$ cat config.mk
export PLATFORM = sky130hd
export DESIGN_NAME = noninterference_trace_monitor_flat
export DESIGN_NICKNAME = d
export VERILOG_FILES = /design/src/rtl/noninterference_trace_monitor_pkg.sv /design/src/rtl/noninterference_trace_monitor_if.sv /design/src/rtl/noninterference_trace_monitor_trace_ring.sv /design/src/rtl/noninterference_trace_monitor.sv /design/src/flat_wrapper.sv
export SDC_FILE = /design/constraint.sdc
export NUM_CORES = 1
export LEC_CHECK = 0
export BUFFER_PORTS_ARGS = -buffer_cell sky130_fd_sc_hd__buf_2
export CAP_MARGIN = 20
export CORE_ASPECT_RATIO = 1.75
export CORE_MARGIN = 8
export CORE_UTILIZATION = 28
export CTS_CLUSTER_SIZE = 8
export DETAILED_ROUTE_END_ITERATION = 10
export SKIP_CTS_REPAIR_TIMING = 1
export SLEW_MARGIN = 20
export SYNTH_ARGS = -nofsm -noshare
export SYNTH_HDL_FRONTEND = slang
export SYNTH_SLANG_ARGS = --single-unit
$ cat constraint.sdc
create_clock -name clock -period 5.6 [get_ports clock]
set_input_delay 0.84 -clock clock [delete_from_list [all_inputs] [get_ports clock]]
set_output_delay 0.84 -clock clock [all_outputs]
set_load 0.01 [all_outputs]
$ cat src/rtl/noninterference_trace_monitor_pkg.sv
// Shared types for the noninterference trace monitor: FSM state encoding as seen on state_o.
package noninterference_pkg;

    typedef enum logic [1:0] {
        ST_IDLE    = 2'd0,
        ST_ARMED   = 2'd1,
        ST_TRIPPED = 2'd2,
        ST_DUMP    = 2'd3
    } mon_state_e;

    localparam logic [1:0] STATE_O_IDLE    = 2'd0;
    localparam logic [1:0] STATE_O_ARMED   = 2'd1;
    localparam logic [1:0] STATE_O_TRIPPED = 2'd2;
    localparam logic [1:0] STATE_O_DUMP    = 2'd3;

endpackage

$ cat src/rtl/noninterference_trace_monitor_if.sv
// Signal bundle between the miter-side environment (master) and the trace monitor (slave).
interface noninterference_trace_monitor_if #(
    parameter int IN_W  = 5,
    parameter int CNT_W = 16
);
    logic             arm;
    logic             bad;
    logic [IN_W-1:0]  stim;
    logic             dump_req;
    // Replay handshake: an entry transfers on a rising edge where dump_valid && dump_ready;
    // while dump_valid is high and dump_ready low, dump_data/dump_last hold their values.
    logic             dump_valid;
    logic             dump_ready;
    logic [IN_W-1:0]  dump_data;
    logic             dump_last;
    logic             tripped;
    logic [CNT_W-1:0] trip_cycle;
    logic [CNT_W-1:0] cycle_cnt;
    logic             overflow;
    logic [1:0]       state_o;

    modport master (
        output arm, bad, stim, dump_req, dump_ready,
        input  dump_valid, dump_data, dump_last, tripped, trip_cycle, cycle_cnt, overflow, state_o
    );

    modport slave (
        input  arm, bad, stim, dump_req, dump_ready,
        output dump_valid, dump_data, dump_last, tripped, trip_cycle, cycle_cnt, overflow, state_o
    );
endinterface

$ cat src/rtl/noninterference_trace_monitor_trace_ring.sv
// Ring of the most recent DEPTH stimulus vectors with a saturating occupancy count.
module trace_ring #(
    parameter int IN_W  = 5,
    parameter int DEPTH = 8
) (
    input  logic                     clock,
    input  logic                     reset_n,
    input  logic                     clear,
    input  logic                     we,
    input  logic [IN_W-1:0]          wdata,
    input  logic [$clog2(DEPTH)-1:0] rd_idx,
    output logic [IN_W-1:0]          rd_data,
    output logic [$clog2(DEPTH)-1:0] wptr,
    output logic [$clog2(DEPTH):0]   occupancy
);
    localparam int PTR_W = $clog2(DEPTH);
    localparam logic [PTR_W:0] FULL = (PTR_W + 1)'(DEPTH);

    logic [IN_W-1:0] mem [DEPTH];

    // Storage is not reset; occupancy alone decides which entries are meaningful.
    always_ff @(posedge clock) begin
        if (we && !clear) begin
            mem[wptr] <= wdata;
        end
    end

    always_ff @(posedge clock) begin
        if (!reset_n || clear) begin
            wptr      <= '0;
            occupancy <= '0;
        end else if (we) begin
            wptr <= wptr + 1'b1;
            if (occupancy != FULL) begin
                occupancy <= occupancy + 1'b1;
            end
        end
    end

    assign rd_data = mem[rd_idx];
endmodule

$ cat src/rtl/noninterference_trace_monitor.sv
// Watches the miter's bad flag, records recent stimulus, and replays it as a counterexample.
module noninterference_trace_monitor
    import noninterference_pkg::*;
#(
    parameter int IN_W  = 5,
    parameter int DEPTH = 8,
    parameter int CNT_W = 16
) (
    input logic                           clock,
    input logic                           reset_n,
    noninterference_trace_monitor_if.slave mon
);
    localparam int PTR_W = $clog2(DEPTH);
    localparam logic [PTR_W:0]   FULL    = (PTR_W + 1)'(DEPTH);
    localparam logic [CNT_W-1:0] CNT_MAX = '1;

    mon_state_e       state, state_nxt;
    logic             ring_clear, ring_we, do_trip, start_dump, advance, is_last;
    logic [PTR_W-1:0] wptr, rd_idx;
    logic [PTR_W:0]   occupancy, sent;
    logic [IN_W-1:0]  rd_data;
    logic [CNT_W-1:0] cycle_cnt, trip_cycle;
    logic             tripped, overflow;

    trace_ring #(.IN_W(IN_W), .DEPTH(DEPTH)) u_ring (
        .clock     (clock),
        .reset_n   (reset_n),
        .clear     (ring_clear),
        .we        (ring_we),
        .wdata     (mon.stim),
        .rd_idx    (rd_idx),
        .rd_data   (rd_data),
        .wptr      (wptr),
        .occupancy (occupancy)
    );

    assign is_last = (sent == occupancy - 1'b1);

    always_comb begin
        state_nxt  = state;
        ring_clear = 1'b0;
        ring_we    = 1'b0;
        do_trip    = 1'b0;
        start_dump = 1'b0;
        advance    = 1'b0;
        case (state)
            ST_IDLE: begin
                if (mon.arm) begin
                    ring_clear = 1'b1;
                    state_nxt  = ST_ARMED;
                end
            end
            ST_ARMED: begin
                // A violation outranks a simultaneous re-arm, and its stimulus is recorded.
                if (mon.bad) begin
                    ring_we   = 1'b1;
                    do_trip   = 1'b1;
                    state_nxt = ST_TRIPPED;
                end else if (mon.arm) begin
                    ring_clear = 1'b1;
                end else begin
                    ring_we = 1'b1;
                end
            end
            ST_TRIPPED: begin
                if (mon.arm) begin
                    ring_clear = 1'b1;
                    state_nxt  = ST_ARMED;
                end else if (mon.dump_req) begin
                    start_dump = 1'b1;
                    state_nxt  = ST_DUMP;
                end
            end
            ST_DUMP: begin
                if (mon.dump_ready) begin
                    advance = 1'b1;
                    if (is_last) begin
                        state_nxt = ST_TRIPPED;
                    end
                end
            end
            default: state_nxt = ST_IDLE;
        endcase
    end

    always_ff @(posedge clock) begin
        if (!reset_n) begin
            state      <= ST_IDLE;
            cycle_cnt  <= '0;
            trip_cycle <= '0;
            tripped    <= 1'b0;
            overflow   <= 1'b0;
            rd_idx     <= '0;
            sent       <= '0;
        end else begin
            state <= state_nxt;
            if (ring_clear) begin
                cycle_cnt  <= '0;
                trip_cycle <= '0;
                tripped    <= 1'b0;
                overflow   <= 1'b0;
            end else if (ring_we) begin
                if (cycle_cnt == CNT_MAX) begin
                    overflow <= 1'b1;
                end else begin
                    cycle_cnt <= cycle_cnt + 1'b1;
                end
            end
            if (do_trip) begin
                trip_cycle <= cycle_cnt;
                tripped    <= 1'b1;
            end
            // Once the ring has wrapped, the oldest entry sits at the write pointer.
            if (start_dump) begin
                rd_idx <= (occupancy == FULL) ? wptr : '0;
                sent   <= '0;
            end else if (advance) begin
                rd_idx <= rd_idx + 1'b1;
                sent   <= sent + 1'b1;
            end
        end
    end

    assign mon.dump_valid = (state == ST_DUMP);
    assign mon.dump_data  = mon.dump_valid ? rd_data : '0;
    assign mon.dump_last  = mon.dump_valid && is_last;
    assign mon.tripped    = tripped;
    assign mon.trip_cycle = trip_cycle;
    assign mon.cycle_cnt  = cycle_cnt;
    assign mon.overflow   = overflow;
    assign mon.state_o    = state;
endmodule

$ cat src/flat_wrapper.sv
// flat-port wrapper written by rule: the top's interface ports become plain ports
module noninterference_trace_monitor_flat import noninterference_pkg::*;
#(
    parameter int IN_W  = 5,
    parameter int DEPTH = 8,
    parameter int CNT_W = 16
)
  (clock, reset_n, mon_arm, mon_bad, mon_stim, mon_dump_req, mon_dump_ready, mon_dump_valid, mon_dump_data, mon_dump_last, mon_tripped, mon_trip_cycle, mon_cycle_cnt, mon_overflow, mon_state_o);
  noninterference_trace_monitor_if #(.IN_W(IN_W), .CNT_W(CNT_W)) mon_i ();
  input logic clock;
  input logic reset_n;
  input wire logic [$bits(mon_i.arm)-1:0] mon_arm;
  input wire logic [$bits(mon_i.bad)-1:0] mon_bad;
  input wire logic [$bits(mon_i.stim)-1:0] mon_stim;
  input wire logic [$bits(mon_i.dump_req)-1:0] mon_dump_req;
  input wire logic [$bits(mon_i.dump_ready)-1:0] mon_dump_ready;
  output wire logic [$bits(mon_i.dump_valid)-1:0] mon_dump_valid;
  output wire logic [$bits(mon_i.dump_data)-1:0] mon_dump_data;
  output wire logic [$bits(mon_i.dump_last)-1:0] mon_dump_last;
  output wire logic [$bits(mon_i.tripped)-1:0] mon_tripped;
  output wire logic [$bits(mon_i.trip_cycle)-1:0] mon_trip_cycle;
  output wire logic [$bits(mon_i.cycle_cnt)-1:0] mon_cycle_cnt;
  output wire logic [$bits(mon_i.overflow)-1:0] mon_overflow;
  output wire logic [$bits(mon_i.state_o)-1:0] mon_state_o;
  assign mon_i.arm = mon_arm;
  assign mon_i.bad = mon_bad;
  assign mon_i.stim = mon_stim;
  assign mon_i.dump_req = mon_dump_req;
  assign mon_i.dump_ready = mon_dump_ready;
  assign mon_dump_valid = mon_i.dump_valid;
  assign mon_dump_data = mon_i.dump_data;
  assign mon_dump_last = mon_i.dump_last;
  assign mon_tripped = mon_i.tripped;
  assign mon_trip_cycle = mon_i.trip_cycle;
  assign mon_cycle_cnt = mon_i.cycle_cnt;
  assign mon_overflow = mon_i.overflow;
  assign mon_state_o = mon_i.state_o;
  noninterference_trace_monitor #(.IN_W(IN_W), .DEPTH(DEPTH), .CNT_W(CNT_W)) u_core (.clock(clock), .reset_n(reset_n), .mon(mon_i));
endmodule
-- Word-level counts from Yosys, hierarchy flattened
Memories as Yosys holds them, arrays and structs flattened. A register that Yosys moved wholly into a read port is not among the register bits.
Index checks and enable logic that the tools add are counted.
W data, S select, Z words.
- bitwise operators: 2
- multiplexer cells: 32
- equality and inequality tests: 12
- reductions and logical operators: 15
- add/sub/neg operators: 6
- operators with widths (cell ; count):
    $mux W16 ; 2
    $add A16 B1 Y16 const B ; 1
    $eq A16 B16 Y1 const B ; 1
    $mux W1 ; 16
    $mux W3 ; 5
    $mux W2 ; 6
    $add A4 B1 Y4 const B ; 2
    $ne A2 B2 Y1 const B ; 4
    $pmux W2 S4 ; 1
    $add A3 B1 Y3 const B ; 2
    $reduce_and A2 Y1 ; 3
    $reduce_or A2 Y1 ; 3
    $mux W5 ; 1
    $reduce_and A5 Y1 ; 1
    $eq A2 B2 Y1 const B ; 2
    $eq A4 B4 Y1 ; 1
    $eq A4 B4 Y1 const B ; 1
    $ne A4 B4 Y1 const B ; 1
    $reduce_bool A2 Y1 ; 2
    $sub A4 B1 Y4 const B ; 1
    $ne A3 B3 Y1 const B ; 1
    $eq A2 B1 Y1 const B ; 1
    $logic_and A1 B1 Y1 ; 2
    $logic_not A1 Y1 ; 2
    4 further kinds ; 5
- register bits: 50
- memories: 1
- logic and storage cells: 77
- input port bits: 11
- output and inout port bits: 43
- bits in writable memories: 40
- memories (name ; depth ; width ; rd ports ; clocked after memory_dff ; write ports ; RTL line ; RTL):
    u_core.u_ring.mem ; 8 ; 5 ; 1 ; 1 ; 1 ; noninterference_trace_monitor_trace_ring.sv:19 ; logic [IN_W-1:0] mem [DEPTH];

-- Logic depth before layout (Yosys ltp)
Gate-level depths: netlist of run 1.
- depth after elaboration: 7
- depth in mapped cells: 7
- mapped depth without buffers: 6

-- Hierarchy
From an unflattened synthesis of run 1, not the netlist that was laid out.
- cell total of the unflattened synthesis: 327
- area, all modules: 4010.1 um^2
- by module, submodules not included (module ; times used ; cells an instance ; area each (um^2) ; sequential area each (um^2)):
    noninterference_trace_monitor ; 1 ; 220 ; 2073.2 ; 860.8
    trace_ring ; 1 ; 107 ; 1936.9 ; 1341.3

-- Least setup slack after synthesis of run 1
No wires, ideal clock.
- path type: in2reg
- from: input port mon_bad
- to: memory u_core.u_ring.mem[2][0] (enable)
- slack: 3.107 ns
- library setup time: 0.384 ns
- path buffers: 2
- arrival time: 2.109 ns
- stages: 5
- cell sequence: nand2b_1 -> nand2_1 -> clkbuf_1 -> clkbuf_1 -> nor4b_1
- word-level cells in the longest chain between the ends: 6
- elaborated cells between the ends (all ways): 8
- classes of those cells: mux: 6; reduce/logical: 2
- ends and longest elaborated chain (what ; RTL line ; RTL):
    start, declared ; flat_wrapper.sv:13 ; input wire logic [$bits(mon_i.bad)-1:0] mon_bad;
    $mux W1 ; noninterference_trace_monitor.sv:55 ; if (mon.bad) begin
    $pmux W1 S2 ; noninterference_trace_monitor.sv:46 ; case (state)
    $logic_not A1 Y1 ; noninterference_trace_monitor_trace_ring.sv:23 ; if (we && !clear) begin
    $logic_and A1 B1 Y1 (*) ; noninterference_trace_monitor_trace_ring.sv:23 ;
    $mux W1 (*) ; noninterference_trace_monitor_trace_ring.sv:23 ;
    $mux W1 (implied by the code) (*) ; noninterference_trace_monitor_trace_ring.sv:24 ; mem[wptr] <= wdata;
    end, declared ; noninterference_trace_monitor_trace_ring.sv:19 ;
Every way passes the cells marked *; elsewhere a longest branch is shown, timed or not.

==> summary.txt, run 1 <==
Outcome
  • Status: completed

Routing
  • Initial DRC count: 144
  • WL final: 9270 um
  • Drt drc: 0
  • Via count: 2794
  • WL per Instance: 16.6 um
  • Post-DRT Antenna Nets: 0
  • Vias per Instance: 4.99
  • Pre-antenna DRT Iters: 4

Yosys
  • Post-synthesis sequential area ratio: 0.572
  • Largest area contributor in the netlist: edfxtp_1
  • Synth Register Bits: 93
  • Post-synth top flop: dfxtp_1
  • Yosys top cell area share: 0.304
  • Post-Syn Area per Cell: 11.9 um^2
  • Async SR Flop Fraction: 0
  • Mapped Area: 3950 um^2
  • Yosys warns: 0
  • Mapped Cells: 332
  • Top cells by area, synth: edfxtp_1, dfxtp_1, mux4_2, a22o_1, nor2_1
  • Syn Nets: 350
  • Post-synth EDFFs: 40
  • Synth unique cells: 53

STA
  • Hold Vio Cnt, Final: 0
  • Max-slew headroom: 0.377
  • Final min period: 2900 ps
  • Final TNS setup: 0 ps
  • Finish-stage setup viols: 0
  • RSZ-0062 raised after global routing: false
  • Fin crit share: 0.517
  • Worst-Margin Slew: 921 ps
  • Max Clk Rate: 345 MHz
  • WHS: 451 ps
  • Final setup skew: 8.04 ps
  • Max-slew violation count: 0

Setup path
  • CP Cell Sequence: mux4_2 -> mux2i_1 -> nor2_1 -> buf_2
  • Critical path arrival: 2060 ps
  • Reg2Reg Capture Point: u_core.u_ring.mem[2][3]
  • Max FO, Critical Path: 10
  • WP buf/inv: 1
  • Slowest CP cell: dfxtp_1
  • Worst reg2reg startpoint: u_core.mon.state_o[0]
  • Startpoint Class: flip-flop
  • Cell family with most CP delay: multiplexers
  • Crit path required time: 4760 ps
  • CP endpoint kind: primary output
  • R2R Setup Slk: 2970 ps
  • Crit path depth: 4
  • WS Path Type: flip-flop to primary output
  • Largest stage delay, worst path: 730 ps
  • Worst-case reg-to-reg path depth: 3

Clock network
  • Num Clock Sinks: 93
  • Later-pin clock latency in the skew report: 340 ps
  • CTS buffer count: 9
  • Clock Pin Slew Worst Setup and Hold Paths: 60 ps
  • H-tree level count: 3
  • CTS tree: built
  • Clock Path Buffers: 2
  • CTS root buf: clkbuf_16

Power and ir drop
  • Max IR drop VDD: 0.174 mV
  • Leak: 1.69 nW
  • Pwr per Cell Area: 289 nW/um^2

Flow run
  • Max Cap Violations: 0

Die
  • Top-level port count: 54
  • Initial core utilization: 0.286
  • DIE HEIGHT: 173 um
  • Core ar.: 13800 um^2
  • Die W: 106 um
  • Num rows: 57
  • Total Die Area: 18300 um^2

Hold path
  • HP Class: flip-flop to flip-flop
  • Hold path cells: 1
  • Hold Path Origin: u_core.mon.tripped
  • Hold Crit Endpoint: u_core.mon.tripped

Final layout
  • Commonest cells after routing, fill and taps aside: dfxtp_1, buf_2, edfxtp_1
  • Area Growth Syn to Fin: 18.0%
  • Multi-input logic area: 1570 um^2
  • Share of post-route cells with drive strength above 1: 0.230
  • Flip-flop and latch area: 2260 um^2
  • Filler Cell Count: 1422
  • N_diodes: 0
  • Final nets: 396

Global routing
  • Largest net degree at the start of global routing: 24
  • Number of global-route vias before repair: 2890
  • GRT Overall Usage: 0.103
  • Total congestion overflow: 0
  • First-pass GRT wire length: 14700 um
  • Initial antenna violation count: 0

Placed design
  • Detailed-placement wirelength estimate: 6990 um
  • GP Congestion: 0.767
  • Port bufs: 53
[area by class of cell]
cell class,instances,area share
clock buffers,11,0.0542
flip-flops and latches,93,0.485
clock inverters,5,0.00751
multi-input cells,208,0.336
well taps,177,0.0475
inverters,10,0.00805
repair buffers,56,0.0617
[cells by family (layout without fill, tap and decap cells)]
group | count (synthesis) | in the layout | synth area share
adders and majority gates | 7 | 7 | 0.0222
DFF | 93 | 93 | 0.572
and+or+nand+nor | 106 | 106 | 0.153
xor gates and xnor gates | 15 | 15 | 0.0332
AOI/OAI and AO/OA | 63 | 63 | 0.112
buffers and inverters | 31 | 82 | 0.0326
muxes | 17 | 17 | 0.0747
[worst max path at each step]
stage / from / to / slack (ps)
final: flip-flop / mon_dump_data[2] / 2700
after global routing: flip-flop / mon_dump_data[2] / 2590
after CTS: flip-flop / mon_dump_data[2] / 2670
after detailed placement: mon_bad / u_core.u_ring.mem[1][4] / 2640
after global placement: mon_bad / u_core.u_ring.mem[1][2] / 2790
after floorplan: mon_bad / u_core.u_ring.mem[2][0] / 3110
[routing by layer]
layer  routed length, um  track usage
met3                 453       0.0313
met5                   0            0
met1                3630        0.104
met4                 187       0.0466
met2                5000        0.185
[per-stage QoR]
step	utilization	power, W	setup WS, ps	area (um^2)	std cells
final	0.337	0.00135	2700	4670	560
after global routing	0.337	0.00140	2590	4670	560
after CTS	0.337	0.00136	2670	4660	560
after detailed placement	0.316	0.000793	2640	4370	544
after global placement	0.316	0.000791	2790	4370	544
after floorplan	-	0.000769	3110	3950	332
[Yosys cell counts (3+ instances only)]
cell	count
a21oi_1	17
a22o_1	16
and3_1	4
buf_2	4
clkbuf_1	14
dfxtp_1	53
edfxtp_1	40
ha_1	7
inv_1	10
mux2i_1	7
mux4_2	10
nand2_1	15
nand3_1	7
nand4_1	8
nor2_1	24
nor3_1	10
nor3b_1	3
nor4_1	6
o21a_1	4
o21ai_0	6
o31ai_1	8
or4_1	10
xnor2_1	8
xor2_1	7
[power by group]
| part | internal [W] | switching [W] |
|---|---|---|
| sequential | 0.000712 | 0.00000825 |
| combinational | 0.0000201 | 0.0000365 |
| clock | 0.000325 | 0.000245 |
[sequential cells by signal, indices dropped and copies added (netlist names), named ones only]
signal	count
u_core.mon.cycle_cnt	16
u_core.u_ring.mem	40
u_core.sent	4
u_core.mon.trip_cycle	16
u_core.mon.overflow	1
u_core.u_ring.wptr	3
u_core.mon.state_o	2
u_core.rd_idx	3
u_core.mon.tripped	1
u_core.u_ring.occupancy	4
No activity file was read; power rests on OpenSTA's default activity.
==> inputs of run 2 (changes only) <==
==> constraint.sdc (replaced) <==
create_clock -name clock -period 2.9 [get_ports clock]
set_input_delay 0.435 -clock clock [delete_from_list [all_inputs] [get_ports clock]]
set_output_delay 0.435 -clock clock [all_outputs]
set_load 0.01 [all_outputs]
==> summary.txt, run 2 (same netlist as run 1, synthesis figures left out) <==
STA
  • Final TNS setup: 0 ps (unchanged)
  • Fin crit share: 0.847
  • WHS: 411 ps (-39.8 ps)
  • Final min period: 2460 ps
  • Max-slew headroom: 0.494 (+0.117)
  • Worst-Margin Slew: 759 ps (-162 ps)
  • Max-slew violation count: 0 (unchanged)
  • Hold Vio Cnt, Final: 0 (unchanged)
  • RSZ-0062 raised after global routing: false
  • Finish-stage setup viols: 0 (unchanged)
  • Max Clk Rate: 407 MHz
  • Final setup skew: 9.48 ps (+1.44 ps)

Routing
  • Via count: 2789 (-0.18%)
  • WL final: 9370 um (+1.1%)
  • Pre-antenna DRT Iters: 4 (unchanged)
  • Vias per Instance: 4.95 (-0.71%)
  • Post-DRT Antenna Nets: 0 (unchanged)
  • Drt drc: 0 (unchanged)
  • WL per Instance: 16.6 um (+0.54%)
  • Initial DRC count: 138 (-4.2%)

Global routing
  • Largest net degree at the start of global routing: 21 (-13%)
  • Number of global-route vias before repair: 2839 (-1.8%)
  • First-pass GRT wire length: 14700 um (about the same)
  • Total congestion overflow: 0 (unchanged)
  • GRT Overall Usage: 0.103 (+0.000749)
  • Initial antenna violation count: 0 (unchanged)

Final layout
  • Share of post-route cells with drive strength above 1: 0.231 (+0.000805)
  • Filler Cell Count: 1397 (-1.8%)
  • Multi-input logic area: 1560 um^2 (-0.40%)
  • Flip-flop and latch area: 2260 um^2 (unchanged)
  • Max reg flops: 40 (unchanged)
  • N_diodes: 0 (unchanged)
  • Area Growth Syn to Fin: 18.7%
  • Commonest cells after routing, fill and taps aside: dfxtp_1, buf_2, edfxtp_1
  • Regs by FF count: u_core.u_ring.mem: 40 flops, u_core.mon.cycle_cnt: 16 flops, u_core.mon.trip_cycle: 16 flops
  • Reg with most FFs: u_core.u_ring.mem
  • Final nets: 399 (+0.76%)

Die
  • DIE HEIGHT: 173 um (unchanged)
  • Top-level port count: 54 (unchanged)
  • Total Die Area: 18300 um^2 (unchanged)
  • Initial core utilization: 0.286 (unchanged)
  • Core ar.: 13800 um^2 (unchanged)
  • Die W: 106 um (unchanged)
  • Num rows: 57 (unchanged)

Setup path
  • Crit path required time: 2470 ps (-2290 ps)
  • Worst reg2reg startpoint: u_core.mon.state_o[0]
  • Reg2Reg Capture Point: u_core.u_ring.mem[3][2]
  • Critical path arrival: 2020 ps (-40 ps)
  • CP endpoint kind: primary output
  • Worst-case reg-to-reg path depth: 3 (unchanged)
  • Max FO, Critical Path: 10 (unchanged)
  • Startpoint Class: flip-flop
  • R2R Setup Slk: 640 ps (-2330 ps)
  • WS Path Type: flip-flop to primary output

Clock network
  • Num Clock Sinks: 93 (unchanged)
  • Clock Path Buffers: 2 (unchanged)
  • Later-pin clock latency in the skew report: 340 ps (about the same)
  • CTS tree: built
  • CTS root buf: clkbuf_16
  • CTS buffer count: 9 (unchanged)
  • H-tree level count: 3 (unchanged)
  • Clock Pin Slew Worst Setup and Hold Paths: 70 ps (about the same)

Hold path
  • Hold Crit Endpoint: u_core.u_ring.mem[4][4]
  • Hold path cells: 1 (unchanged)
  • HP Class: input pin to flip-flop
  • Hold Path Origin: mon_stim[4]

Placed design
  • Detailed-placement wirelength estimate: 6970 um (-0.30%)
  • Port bufs: 53 (unchanged)
  • GP Congestion: 0.758 (-1.2%)

Power and ir drop
  • Leak: 1.72 nW (+1.4%)
  • Pwr per Cell Area: 571 nW/um^2 (+98%)
  • Max IR drop VDD: 0.301 mV (+74%)

Flow run
  • Max Cap Violations: 0 (unchanged)

Outcome
  • Status: completed
run 2: worst max path at each step:
stage | to | slack [ps] | depth (start not counted)
final | mon_dump_data[4] | 440 | 4
after global routing | mon_dump_data[4] | 280 | 4
after CTS | mon_dump_data[3] | 390 | 4
after detailed placement | u_core.u_ring.mem[6][4] | 620 | 5
after global placement | u_core.mon.cycle_cnt[8] | 690 | 5
after floorplan | u_core.u_ring.mem[2][0] | 670 | 6
run 2: worst max-delay path, cell delays in order (launching register included):
cell and delay (ps):
dfxtp_1 730, mux4_2 600, mux2i_1 150, nor2_1 60, buf_2 140
run 2: stage by stage:
stage                     cell area (um^2)   util  std cells  setup slack (ps)  total power (W)
after floorplan                       3950      -        332               666          0.00149
after global placement                4390  0.318        547               690          0.00153
after detailed placement              4390  0.318        547               619          0.00153
after CTS                             4690  0.339        563               386          0.00272
after global routing                  4690  0.339        563               277          0.00277
final                                 4690  0.339        563               443          0.00268
run 2: per-layer routing:
layer / vias to the layer above / track usage / wire length, um
li1: 1361 / - / -
met1: 1350 / 0.107 / 3810
met2: 67 / 0.186 / 4970
met3: 11 / 0.0287 / 454
met4: 0 / 0.0454 / 136
met5: - / 0 / 0
run 2: cell type report:
cell class,instances,area share
clock buffer,10,0.0509
clock inverter,6,0.0131
inverter,10,0.00800
multi-input combinational,208,0.333
sequential,93,0.482
tap,177,0.0472
timing repair buffer,59,0.0661
run 2: report_power, final:
part | switching, W | total (W) | internal (W) | leakage [nW]
Sequential | 0.0000144 | 0.00139 | 0.00137 | 0.788
Clock | 0.000489 | 0.00118 | 0.000690 | 0.150
Combinational | 0.0000720 | 0.000112 | 0.0000405 | 0.779
==> inputs of run 3 (changes only) <==
==> constraint.sdc (replaced) <==
create_clock -name clock -period 2.54 [get_ports clock]
set_input_delay 0.381 -clock clock [delete_from_list [all_inputs] [get_ports clock]]
set_output_delay 0.381 -clock clock [all_outputs]
set_load 0.01 [all_outputs]
==> summary.txt, run 3 (same netlist as run 1, synthesis figures left out) <==
Die
  • Die W: 106 um (unchanged)
  • Core ar.: 13800 um^2 (unchanged)
  • Initial core utilization: 0.286 (unchanged)
  • Top-level port count: 54 (unchanged)
  • Total Die Area: 18300 um^2 (unchanged)
  • DIE HEIGHT: 173 um (unchanged)
  • Num rows: 57 (unchanged)

Final layout
  • Reg with most FFs: u_core.u_ring.mem
  • Commonest cells after routing, fill and taps aside: dfxtp_1, buf_2, edfxtp_1
  • N_diodes: 0 (unchanged)
  • Final core occ: 0.344 (+0.00434)
  • Final cell area excluding filler cells: 4750 um^2 (+1.3%)
  • Regs by FF count: u_core.u_ring.mem: 40 flops, u_core.mon.cycle_cnt: 16 flops, u_core.mon.trip_cycle: 16 flops
  • Area Growth Syn to Fin: 20.3%
  • Max reg flops: 40 (unchanged)
  • Final nets: 408 (+2.3%)
  • Share of post-route cells with drive strength above 1: 0.248 (+0.0175)

STA
  • Hold Vio Cnt, Final: 0 (unchanged)
  • Final setup skew: 6.64 ps (-2.84 ps)
  • Max-slew violation count: 0 (unchanged)
  • Fin crit share: 0.892
  • Final TNS setup: 0 ps (unchanged)
  • Worst-Margin Slew: 484 ps (-275 ps)
  • Max-slew headroom: 0.674 (+0.180)
  • RSZ-0062 raised after global routing: false
  • Max Clk Rate: 442 MHz
  • Finish-stage setup viols: 0 (unchanged)
  • Final min period: 2260 ps

Outcome
  • Status: completed

Clock network
  • CTS root buf: clkbuf_16
  • Later-pin clock latency in the skew report: 340 ps (about the same)
  • CTS buffer count: 9 (unchanged)
  • Clock Pin Slew Worst Setup and Hold Paths: 70 ps (about the same)
  • CTS tree: built
  • Clock Path Buffers: 2 (unchanged)
  • Num Clock Sinks: 93 (unchanged)
  • H-tree level count: 3 (unchanged)

Global routing
  • Largest net degree at the start of global routing: 17 (-19%)
  • Initial antenna violation count: 0 (unchanged)
  • Met3 GRT Util: 0.0279 (-0.000745)
  • GRT Overall Usage: 0.105 (+0.00176)
  • Number of global-route vias before repair: 2868 (+1.0%)
  • Total congestion overflow: 0 (unchanged)
  • GRT Max-Usage Layer: met2
  • First-pass GRT wire length: 15200 um (+4.0%)
  • Global Route met1 Usage: 0.117 (+0.00931)
  • Met2 GRT Util: 0.184 (-0.00262)

Power and ir drop
  • Max IR drop VDD: 0.388 mV (+29%)
  • Leak: 1.76 nW (+2.5%)
  • Pwr per Cell Area: 638 nW/um^2 (+12%)

Setup path
  • Reg2Reg Capture Point: u_core.mon.cycle_cnt[8]
  • WS Path Type: flip-flop to primary output
  • Worst-case reg-to-reg path depth: 5 (+2)
  • Crit path required time: 2160 ps (-310 ps)
  • Largest stage delay, worst path: 420 ps (-310 ps)
  • WP buf/inv: 2 (+1)
  • R2R Setup Slk: 350 ps (-290 ps)
  • CP Cell Sequence: inv_1 -> ha_1 -> xor2_1 -> xnor2_1 -> nand4_1 -> nor2_1 -> buf_2
  • Slowest CP cell: dfxtp_1
  • Startpoint Class: flip-flop
  • Max FO, Critical Path: 5 (-5)
  • Crit path depth: 7 (+3)
  • Worst reg2reg startpoint: u_core.mon.cycle_cnt[0]
  • Critical path arrival: 1880 ps (-140 ps)
  • CP endpoint kind: primary output
  • Cell family with most CP delay: flip-flops

Routing
  • Pre-antenna DRT Iters: 4 (unchanged)
  • Post-DRT Antenna Nets: 0 (unchanged)
  • Vias per Instance: 4.97 (+0.26%)
  • Initial DRC count: 156 (+13%)
  • Drt drc: 0 (unchanged)
  • WL per Instance: 16.6 um (about the same)
  • WL final: 9510 um (+1.5%)
  • Via count: 2841 (+1.9%)

Placed design
  • Placed cell areas: 4460 um^2 (+1.5%)
  • GP Congestion: 0.801 (+5.7%)
  • Detailed-placement wirelength estimate: 7160 um (+2.8%)
  • Port bufs: 53 (unchanged)

Hold path
  • HP Class: input pin to flip-flop
  • Hold Crit Endpoint: u_core.u_ring.mem[1][2]
  • Hold Path Origin: mon_stim[2]
  • Hold path cells: 1 (unchanged)

Flow run
  • Max Cap Violations: 0 (unchanged)
[run 3: report_power, final]
part	switching (W)	leakage [nW]	internal, W
Combinational	0.0000818	0.826	0.0000501
Sequential	0.0000155	0.788	0.00157
Clock	0.000553	0.147	0.000763
Total	0.000650	1.76	0.00238
[run 3: worst max path at each step]
stage	start	endpoint	slack, ps
floorplan	u_core.mon.state_o[1]	u_core.u_ring.mem[2][0]	310
global placement	u_core.mon.cycle_cnt[0]	u_core.mon.cycle_cnt[8]	490
detailed placement	u_core.mon.cycle_cnt[0]	u_core.mon.cycle_cnt[8]	420
CTS	u_core.u_ring.occupancy[0]	mon_dump_last	250
global route	u_core.u_ring.occupancy[0]	mon_dump_last	120
finish	u_core.u_ring.occupancy[0]	mon_dump_last	280
[run 3: worst reg2reg max path, stage by stage, from the launching register on]
cell     delay [ps]
dfxtp_1         430
ha_1            230
nand3_2         170
or4_1           630
or4_1           510
a21oi_1         150
[run 3: metal layers]
metal,up-vias,share of wire
li1,1381,-
met1,1369,0.40
met2,81,0.53
met3,10,0.054
met4,0,0.016
met5,-,0
[run 3: metrics by stage]
stage	hold slack [ps]	cells	total power [W]	setup WS (ps)
after floorplan	435	332	0.00170	306
after global placement	437	556	0.00175	490
after detailed placement	435	556	0.00175	421
after CTS	317	572	0.00306	253
after global routing	332	572	0.00312	121
final	330	572	0.00303	275
[run 3: cell type report]
type / instances / area (um^2)
flip-flops and latches: 93 / 2260
clock inverters: 6 / 63.8
repair buffers: 68 / 378
inverters: 10 / 37.5
well taps: 177 / 221
clock buffers: 10 / 229
fillers: 1417 / 9080
multi-input cells: 208 / 1560
